==> config.mk <==
export PLATFORM = sky130hd
export DESIGN_NAME = exu_seq_ctrl
export DESIGN_NICKNAME = d
export VERILOG_FILES = /design/src/rtl/exu_seq_ctrl.sv
export SDC_FILE = /design/constraint.sdc
export NUM_CORES = 1
export LEC_CHECK = 0
export BUFFER_PORTS_ARGS = -buffer_cell sky130_fd_sc_hd__buf_2
export CELL_PAD_IN_SITES_DETAIL_PLACEMENT = 0
export CELL_PAD_IN_SITES_GLOBAL_PLACEMENT = 1
export CORE_AREA = 2 2 258 260
export DETAILED_ROUTE_END_ITERATION = 8
export DIE_AREA = 0 0 260 262
export HOLD_SLACK_MARGIN = 0.12
export PLACE_DENSITY = 0.73
export SLEW_MARGIN = 10
export SYNTH_ARGS = -nofsm -noshare
export SYNTH_HDL_FRONTEND = slang
export SYNTH_SLANG_ARGS = --single-unit
export TNS_END_PERCENT = 30
==> constraint.sdc <==
create_clock -name clk -period 5.8 [get_ports clk]
set_clock_uncertainty 0.05 [all_clocks]
set_input_delay 0.58 -clock clk [delete_from_list [all_inputs] [get_ports clk]]
set_output_delay 0.58 -clock clk [all_outputs]
set_load 0.005 [all_outputs]
==> src/rtl/exu_seq_ctrl.sv <==
// Multi-cycle instruction sequencer for the single-issue RV64 core: owns PC and IR,
// drives the fetch/data memory handshakes, commits writeback and keeps perf counters.
module exu_seq_ctrl #(
  parameter int unsigned     XLEN     = 64,
  parameter logic [XLEN-1:0] RESET_PC = 64'h8000_0000,
  parameter int unsigned     TMO_W    = 8
) (
  input  logic            clk,
  input  logic            rst,

  output logic            imem_req_valid,
  input  logic            imem_req_ready,
  output logic [XLEN-1:0] imem_addr,
  input  logic            imem_rsp_valid,
  input  logic [31:0]     imem_rsp_data,

  output logic [31:0]     inst,
  output logic [XLEN-1:0] pc,

  input  logic            dec_is_load,
  input  logic            dec_is_store,
  input  logic            dec_is_jump,
  input  logic            dec_rf_wen,
  input  logic            dec_ebreak,
  input  logic            dec_invalid,
  input  logic [XLEN-1:0] exu_result,
  input  logic [XLEN-1:0] exu_dnpc,

  output logic            dmem_req_valid,
  input  logic            dmem_req_ready,
  output logic            dmem_we,
  output logic [XLEN-1:0] dmem_addr,
  input  logic            dmem_rsp_valid,
  input  logic [XLEN-1:0] dmem_rsp_data,

  output logic            rf_wen,
  output logic [XLEN-1:0] rf_wdata,

  output logic            halted,
  output logic            trapped,
  output logic [63:0]     cycle_cnt,
  output logic [63:0]     instret_cnt
);

  typedef enum logic [2:0] {
    F_REQ, F_WAIT, EXEC, M_REQ, M_WAIT, WB, HALT, TRAP
  } state_e;

  localparam logic [31:0] NOP_INST = 32'h0000_0013;

  // A wait cycle that still sees no response while the counter sits one below
  // all-ones is the last one; a response in that same cycle still wins.
  localparam logic [TMO_W-1:0] TMO_LAST = {{(TMO_W-1){1'b1}}, 1'b0};

  state_e            state_q, state_d;
  logic [XLEN-1:0]   pc_q, pc_d;
  logic [31:0]       inst_q, inst_d;
  logic [XLEN-1:0]   wdata_q, wdata_d;
  logic [XLEN-1:0]   daddr_q, daddr_d;
  logic [TMO_W-1:0]  tmo_q, tmo_d;
  logic              halted_q, halted_d;
  logic              trapped_q, trapped_d;
  logic [63:0]       cycle_q;
  logic [63:0]       instret_q, instret_d;
  logic              tmo_expired;

  assign tmo_expired = (tmo_q == TMO_LAST);

  // NOTE: every variable assigned here gets a default first, so no path can leave
  // one unassigned and infer a latch.
  always_comb begin
    state_d        = state_q;
    pc_d           = pc_q;
    inst_d         = inst_q;
    wdata_d        = wdata_q;
    daddr_d        = daddr_q;
    instret_d      = instret_q;
    imem_req_valid = 1'b0;
    dmem_req_valid = 1'b0;
    dmem_we        = 1'b0;
    rf_wen         = 1'b0;

    unique case (state_q)
      F_REQ: begin
        imem_req_valid = 1'b1;
        if (imem_req_ready) state_d = F_WAIT;
      end
      F_WAIT: begin
        if (imem_rsp_valid) begin
          inst_d  = imem_rsp_data;
          state_d = EXEC;
        end else if (tmo_expired) begin
          state_d = TRAP;
        end
      end
      EXEC: begin
        if (dec_invalid) begin
          state_d = TRAP;
        end else if (dec_ebreak) begin
          instret_d = instret_q + 64'd1;
          state_d   = HALT;
        end else if (dec_is_load || dec_is_store) begin
          daddr_d = exu_result;
          state_d = M_REQ;
        end else begin
          wdata_d = exu_result;
          state_d = WB;
        end
      end
      M_REQ: begin
        dmem_req_valid = 1'b1;
        dmem_we        = dec_is_store;
        if (dmem_req_ready) state_d = M_WAIT;
      end
      M_WAIT: begin
        if (dmem_rsp_valid) begin
          if (dec_is_load) wdata_d = dmem_rsp_data;
          state_d = WB;
        end else if (tmo_expired) begin
          state_d = TRAP;
        end
      end
      WB: begin
        rf_wen    = dec_rf_wen && !dec_is_store;
        pc_d      = dec_is_jump ? exu_dnpc : pc_q + XLEN'(4);
        instret_d = instret_q + 64'd1;
        state_d   = F_REQ;
      end
      HALT, TRAP: begin
      end
    endcase

    // Wait counter restarts on every state change and only runs while waiting.
    if (state_d != state_q) begin
      tmo_d = '0;
    end else if (state_q == F_WAIT || state_q == M_WAIT) begin
      tmo_d = tmo_q + TMO_W'(1);
    end else begin
      tmo_d = tmo_q;
    end

    halted_d  = halted_q  || (state_d == HALT);
    trapped_d = trapped_q || (state_d == TRAP);

    // While reset is held the state already reads F_REQ; keep the handshakes quiet.
    if (!rst) begin
      imem_req_valid = 1'b0;
      dmem_req_valid = 1'b0;
      dmem_we        = 1'b0;
      rf_wen         = 1'b0;
    end
  end

  // NOTE: sequential state uses non-blocking assignments so every flop samples
  // the pre-edge values computed above, independent of statement order.
  always_ff @(posedge clk) begin
    if (!rst) begin
      state_q   <= F_REQ;
      pc_q      <= RESET_PC;
      inst_q    <= NOP_INST;
      wdata_q   <= '0;
      daddr_q   <= '0;
      tmo_q     <= '0;
      halted_q  <= 1'b0;
      trapped_q <= 1'b0;
      cycle_q   <= '0;
      instret_q <= '0;
    end else begin
      state_q   <= state_d;
      pc_q      <= pc_d;
      inst_q    <= inst_d;
      wdata_q   <= wdata_d;
      daddr_q   <= daddr_d;
      tmo_q     <= tmo_d;
      halted_q  <= halted_d;
      trapped_q <= trapped_d;
      cycle_q   <= cycle_q + 64'd1;
      instret_q <= instret_d;
    end
  end

  assign imem_addr   = pc_q;
  assign pc          = pc_q;
  assign inst        = inst_q;
  assign dmem_addr   = daddr_q;
  assign rf_wdata    = wdata_q;
  assign halted      = halted_q;
  assign trapped     = trapped_q;
  assign cycle_cnt   = cycle_q;
  assign instret_cnt = instret_q;

endmodule
==> results of run 1 <==
==> logic make-up (layout without fill, tap and decap cells) <==
group | after synthesis | count (layout) | synth area share, %
AOI/OAI and AO/OA | 429 | 429 | 15.2
xor gates and xnor gates | 98 | 98 | 4.96
adders and majority gates | 5 | 5 | 0.361
buffers and inverters | 234 | 795 | 6.59
DFF | 365 | 365 | 42.2
muxes | 77 | 77 | 4.46
other | 0 | 8 | 0
and+or+nand+nor | 976 | 976 | 26.2
==> metrics by stage <==
stage / utilization, % / area (µm²) / hold slack, ps
2_1_floorplan: - / 17300 / 402
3_3_place_gp: 32.0 / 20900 / 390
3_5_place_dp: 32.0 / 20900 / 393
4_1_cts: 34.3 / 22400 / 144
5_1_grt: 34.3 / 22400 / 173
6_report: 34.3 / 22400 / 198
==> cell usage after synthesis (28+ instances only) <==
library cell    n  area [µm²]
nor4_1         43         269
buf_4          65         488
nand2_1       333        1250
nand4_1        54         338
a31oi_1        28         175
xor2_1         32         280
mux2i_1        76         761
dfxtp_1       365        7310
nor3_1         60         300
inv_1          31         116
clkbuf_1      112         420
nor2_1        248         931
o21ai_0        66         330
xnor2_1        66         578
a211oi_1       66         495
or3_1          32         200
a21oi_1       183         916
nand3_1       106         531
==> state kept, by name, indices dropped and copies added, names as in the netlist <==
name / cells
rf_wdata: 64
state_q: 3
dmem_addr: 64
trapped: 1
instret_cnt: 64
cycle_cnt: 64
halted: 1
inst: 32
imem_addr: 64
tmo_q: 8
==> power groups by stage <==
stage	combinational, µW	clock (µW)	sequential, µW
5_1_grt	636	3010	2650
6_report	571	2840	2640
3_3_place_gp	577	0	2700
4_1_cts	577	2920	2640
3_5_place_dp	575	0	2700
2_1_floorplan	333	0	2680
==> worst paths after layout <==
| path | to | slack, ps | from |
|---|---|---|---|
| worst min-delay path | inst[11]$_SDFFE_PN0P_ | 200 | imem_rsp_data[11] |
| worst min register to register | inst[27]$_SDFFE_PN0P_ | 400 | inst[27]$_SDFFE_PN0P_ |
| worst max-delay path | rf_wen | 2320 | state_q[0]$_SDFF_PN0_ |
| worst max register to register | rf_wdata[59]$_SDFFE_PN0P_ | 2400 | state_q[1]$_SDFF_PN0_ |
==> area by class of cell <==
type | instances | area share [%]
repair buffers | 681 | 15.5
inverters | 33 | 0.587
clock buffers | 64 | 5.80
multi-input cells | 1585 | 39.7
well taps | 864 | 4.83
clock inverters | 17 | 0.810
diodes | 8 | 0.0894
flip-flops and latches | 365 | 32.6
==> critical path, cell delays in order, from the launching register on <==
cell and delay, ps:
dfxtp_1 670, and3b_2 300, buf_4 490, nand2_1 410, nor3b_1 270, buf_2 140
==> layer usage <==
metal | vias up | wire [µm]
met2 | 615 | 32100
met3 | 103 | 4590
met1 | 8307 | 28400
met5 | - | 14
li1 | 8712 | -
met4 | 4 | 1680
==> parameters.txt, run 1 <==
Parameter                              Value

Routing
  Post-detailed-route DRC marker count ... 0
  WL per Instance ... between 15 and 20 µm
  DRT iter0 DRCs ... 1,192
  Total wire length after detailed routing ... approximately 67,000 µm
  Routed vias ... around 18,000
  DR pass1 iterations ... 5
  Post-detailed-route count of antenna-violating nets ... 0
  Via-to-Cell Ratio ... 4.90

STA
  Final worst slack ... ~2300 ps
  Setup tns final ... 0 ps
  Tightest Pin Transition ... 1060 ps
  Count of final hold-check violations ... 0
  Highest Clock Rate ... between 0.2 and 0.3 GHz
  Setup repair after global routing missed its margin ... no
  Setup violators final ... 0
  Tmin final ... roughly 3500 ps
  Headroom to the max-slew limit ... around 29%
  Max Slew Vio Count ... 0
  Share of the cycle needed by the critical path after routing ... between 60% and 70%

Pwr
  Int Power ... 4500 µW
  Sw Ratio ... 25.7%
  Combinational fraction of design power ... 9.4%
  Sequential share of power ... 43.7%
  Maximum vdd drop ... between 0.0002 and 0.00025 V
  Switching power ... roughly 1600 µW
  Part of the total power dissipated in the clock network ... 46.9%
  Power density normalized to cell area ... between 200 and 300 nW/µm²
  Post-layout power ... 6050 µW
  Leakage Power ... approximately 0.009 µW

Synthesis
  Number of nets produced by synthesis ... 2,425
  Gate count after technology mapping ... 2,184
  Count of synthesis-stage warnings from yosys ... 0
  Netlist area before placement ... approximately 17,000 µm²
  Synth Register Bits ... about 370
  Sequential fraction of the synthesis area ... between 40% and 50%
  Primary FF master, synth ... dfxtp_1
  Number of enable flip-flop cells after synthesis ... 0
  Number of distinct library cells after synthesis ... 67
  Proportion of register bits with asynchronous set or reset after synthesis ... 0%
  Mapped Avg Cell Area ... ~7.9 µm²

Clocking
  Number of gates given a new drive strength after cts ... 0
  Inserted Clock Buffers ... 45
  Clock tree from TritonCTS ... yes
  Deepest clock path buffer count ... 3
  Clock sink count ... 365
  CTS Hold Bufs ... 0
  Postcts setup bufs ... 0
  Clock Latency Late Sink ... about 560 ps
  Clock root cell ... clkbuf_16
  Worst-path clk slew ... ~60 ps
  Deepest level of the CTS H-tree ... 2

Floorplanning
  Area inside the core boundary ... roughly 65,000 µm²
  Initial core utilization ... 26.5%
  Die Span Y ... approximately 260 µm
  Die Outline Area ... about 70,000 µm²
  Ports ... 658
  X dimension of the die ... between 200 and 300 µm
  Number of core rows ... 94

Finish
  Most frequent standard cell in the layout excluding fill and tap cells ... buf_2
  Final standard cell count with taps included and fillers excluded ... around 3,600
  Post-synthesis to final-layout area growth ... 29.3%
  Storage element area ... roughly 7300 µm²
  Multi-input gate area ... slightly below 9000 µm²
  Final net count ... between 2,000 and 3,000
  Commonest cells after routing, fill and taps aside ... buf_2, dfxtp_1, nand2_1, nor2_1, a21oi_1
  Fraction of final layout cells sized beyond drive strength 1 ... roughly 29%
  Filler cell count in the final layout ... around 7,100

Worst setup path
  Number of cell instances on the worst register-to-register path ... 6
  Required time of the critical path ... between 5000 and 6000 ps
  Critical Path End Type ... output pin
  Class of the most critical setup path ... reg -> out
  Max FO, Critical Path ... 51
  Crit path arrival time ... ~2900 ps
  Launching element type of the critical path ... register

GRT
  Pin count of the biggest net entering global routing ... 140
  Global-route wire length before repair ... about 98,000 µm
  Number of global-route vias before repair ... approximately 16,000
  Global-route track usage on met3 ... under 10%
  Initial antenna violation count ... 10
  Met1 track utilization from global routing ... 23.1%
  Most congested layer reported by global routing ... met2
  Global-route total usage across every layer ... a little under a fifth
  Met2 routing resource usage after global routing ... between 30 and 40%
  GR Overflow Total ... 0

Hold path
  Class of the tightest hold or removal check ... in -> reg
  Worst hold path cell count ... 3

Placement
  Setup Slack @ Placement ... approximately 2400 ps
  RD Place Congestion ... about 0.86
  Number of placed instances with taps included ... 3,528
  Post-DP HPWL ... approximately 48,000 µm
  Count of input and output buffers ... around 660

Flow run
  Max-capacitance violation count ... 0

Status
  Result of the run ... finished, final reports clean
(Power assumes the default switching activity.)
==> run 2, diff against run 1 <==
Settings changed: PLACE_DENSITY 0.73 to 0.75.
Clock period 5.8 ns to 3.1 ns, I/O delays scaled along.
==> run 2 against run 1 <==
Flip-flop and latch count is the same. Die area did not move. Cell count grew 6.7%. Worst setup slack worse by 2000 ps. Sequential share of layout area fell by 3.3 points. Non-clock buffer count is 251 higher. Design area is 11% higher. First-iteration DRC count grew 4.3%. Via count increased by 5.2%. Sequential power increased by 86%. Largest cell class unchanged.
==> parameters.txt, run 2 (synthesis gave the netlist of run 1 again) <==
Parameter                              Value

Status
  Result of the run ... finished, final reports clean

Pwr
  Maximum vdd drop ... 0.000378 V (+78%)
  Power density normalized to cell area ... 470 nW/µm² (+74%)
  Leakage Power ... 0.00999 µW (+13%)

Worst setup path
  Setup slack, reg-to-reg ... 320 ps (-2080 ps)
  Number of cell instances on the worst register-to-register path ... 6 (unchanged)
  Launching element type of the critical path ... register
  Critical Path End Type ... output pin
  Class of the most critical setup path ... reg -> out
  Crit path arrival time ... 2440 ps (-410 ps)
  Max FO, Critical Path ... 51 (unchanged)
  Required time of the critical path ... 2740 ps (-2430 ps)
  Reg-to-reg critical path startpoint ... imem_addr[33]$_SDFFE_PN0N_
  Reg-to-Reg End ... imem_addr[61]$_SDFFE_PN0N_

STA
  Max Slew Vio Count ... 0 (unchanged)
  Share of the cycle needed by the critical path after routing ... approximately 90%
  Tmin final ... between 2000 and 3000 ps
  Setup tns final ... 0 ps (unchanged)
  Final worst slack ... 300 ps (-2020 ps)
  Setup violators final ... 0 (unchanged)
  Setup repair after global routing missed its margin ... no
  Headroom to the max-slew limit ... 47.6% (+19 points)
  Highest Clock Rate ... approximately 0.36 GHz
  Tightest Pin Transition ... 784 ps (-281 ps)
  Count of final hold-check violations ... 0 (unchanged)

Clocking
  Clock sink count ... 365 (unchanged)
  Postcts setup bufs ... 0 (unchanged)
  Clock root cell ... clkbuf_16
  Deepest level of the CTS H-tree ... 2 (unchanged)
  Clock tree from TritonCTS ... yes
  Worst-path clk slew ... 60 ps (about the same)
  Inserted Clock Buffers ... 44 (-2.2%)
  Clock Latency Late Sink ... 570 ps (about the same)
  Deepest clock path buffer count ... 3 (unchanged)

Floorplanning
  Number of core rows ... 94 (unchanged)
  X dimension of the die ... 260 µm (unchanged)
  Die Outline Area ... 68,100 µm² (unchanged)
  Area inside the core boundary ... 65,300 µm² (unchanged)
  Initial core utilization ... 26.5% (unchanged)
  Ports ... 658 (unchanged)
  Die Span Y ... 262 µm (unchanged)

Finish
  Commonest cells after routing, fill and taps aside ... buf_2, dfxtp_1, nand2_1, nor2_1, dlygate4sd3_1
  Final Core Density ... 38.2% (+3.9 points)
  Filler cell count in the final layout ... 6,768 (-5.0%)
  Final net count ... 3,202 (+8.5%)
  Most frequent standard cell in the layout excluding fill and tap cells ... buf_2
  Fraction of final layout cells sized beyond drive strength 1 ... 27.3% (-1.3 points)
  Final standard cell count with taps included and fillers excluded ... 3,861 (+6.7%)
  Post-synthesis to final-layout area growth ... 44.0%

Hold path
  Sink of the worst hold path ... rf_wdata[53]$_SDFFE_PN0P_
  Launch instance of the worst min-delay path ... dmem_rsp_data[53]
  Class of the tightest hold or removal check ... in -> reg
  Worst hold path cell count ... 3 (unchanged)

GRT
  Global-route wire length before repair ... 103,000 µm (+4.6%)
  Pin count of the biggest net entering global routing ... 112 (-20%)
  Number of global-route vias before repair ... 17,718 (+8.7%)
  GR Overflow Total ... 0 (unchanged)
  Initial antenna violation count ... 5 (-5)
  Global-route total usage across every layer ... 19.0% (+0.74 points)

Placement
  Number of placed instances with taps included ... 3,566 (+1.1%)
  Post-DP HPWL ... 49,900 µm (+3.1%)
  RD Place Congestion ... 0.846 (-1.5%)
  Count of input and output buffers ... 657 (unchanged)
  Setup Slack @ Placement ... 322 ps (-2100 ps)

Routing
  DR pass1 iterations ... 5 (unchanged)
  Total wire length after detailed routing ... 69,400 µm (+4.0%)
  Via-to-Cell Ratio ... 4.84 (-1.4%)
  Post-detailed-route count of antenna-violating nets ... 0 (unchanged)
  Routed vias ... 18,671 (+5.2%)
  Post-detailed-route DRC marker count ... 0 (unchanged)
  WL per Instance ... 18.0 µm (-2.6%)
  DRT iter0 DRCs ... 1,243 (+4.3%)

Flow run
  Max-capacitance violation count ... 0 (unchanged)
==> run 2: layout make-up <==
type,count,area [µm²],area share (%)
Timing Repair Buffer,932,6000,24.1
Inverter,33,131,0.527
Tap cell,864,1080,4.34
Clock buffer,64,1270,5.08
Clock inverter,15,236,0.948
Multi-Input combinational cell,1585,8900,35.7
Sequential cell,365,7310,29.3
Antenna cell,3,7.51,0.0301
==> run 2: metal layers <==
| layer | GRT usage (%) | wire [µm] | vias to the layer above |
|---|---|---|---|
| met5 | 0 | 18 | - |
| li1 | - | - | 9185 |
| met3 | 4.82 | 5110 | 139 |
| met4 | 6.90 | 2260 | 4 |
| met1 | 23.1 | 28300 | 8659 |
| met2 | 32.3 | 33700 | 684 |
==> run 2: stage by stage <==
| stage | power (µW) | hold slack [ps] | area (µm²) |
|---|---|---|---|
| CTS | 11900 | 121 | 24900 |
| finish | 11700 | 160 | 24900 |
| detailed placement | 6160 | 393 | 21300 |
| global route | 12200 | 165 | 24900 |
| global placement | 6160 | 390 | 21300 |
| floorplan | 5630 | 384 | 17300 |
==> run 2: worst max path at each step <==
| stage | from | endpoint | slack, ps | cells after the start |
|---|---|---|---|---|
| floorplan | imem_addr[2]$_SDFFE_PN0N_ | imem_addr[48]$_SDFFE_PN0N_ | 590 | 9 |
| global placement | imem_addr[36]$_SDFFE_PN0N_ | imem_addr[61]$_SDFFE_PN0N_ | 330 | 6 |
| detailed placement | imem_addr[33]$_SDFFE_PN0N_ | imem_addr[61]$_SDFFE_PN0N_ | 320 | 6 |
| CTS | state_q[2]$_SDFF_PN0_ | rf_wen | 170 | 6 |
| global route | imem_addr[33]$_SDFFE_PN0N_ | imem_addr[61]$_SDFFE_PN0N_ | 30 | 6 |
| finish | state_q[2]$_SDFF_PN0_ | rf_wen | 300 | 6 |
==> run 2: timing repair <==
action / CTS / global route
resized for setup: 1 / 0
endpoints found under the hold margin: 210 / 0
setup endpoints to repair: 1 / 0
hold buffers: 213 / 0
==> run 2: worst max-delay path: stages (launching register included) <==
cell     delay (ps)
dfxtp_1         320
buf_4           200
and3b_2         230
buf_6           360
nand2_1         330
nor3b_1         260
buf_2           140
==> run 2: where the power goes <==
part / total [µW] / internal (µW) / switching, µW
Combinational: 1380 / 638 / 739
Clock: 5430 / 3270 / 2160
Sequential: 4900 / 4810 / 90.0
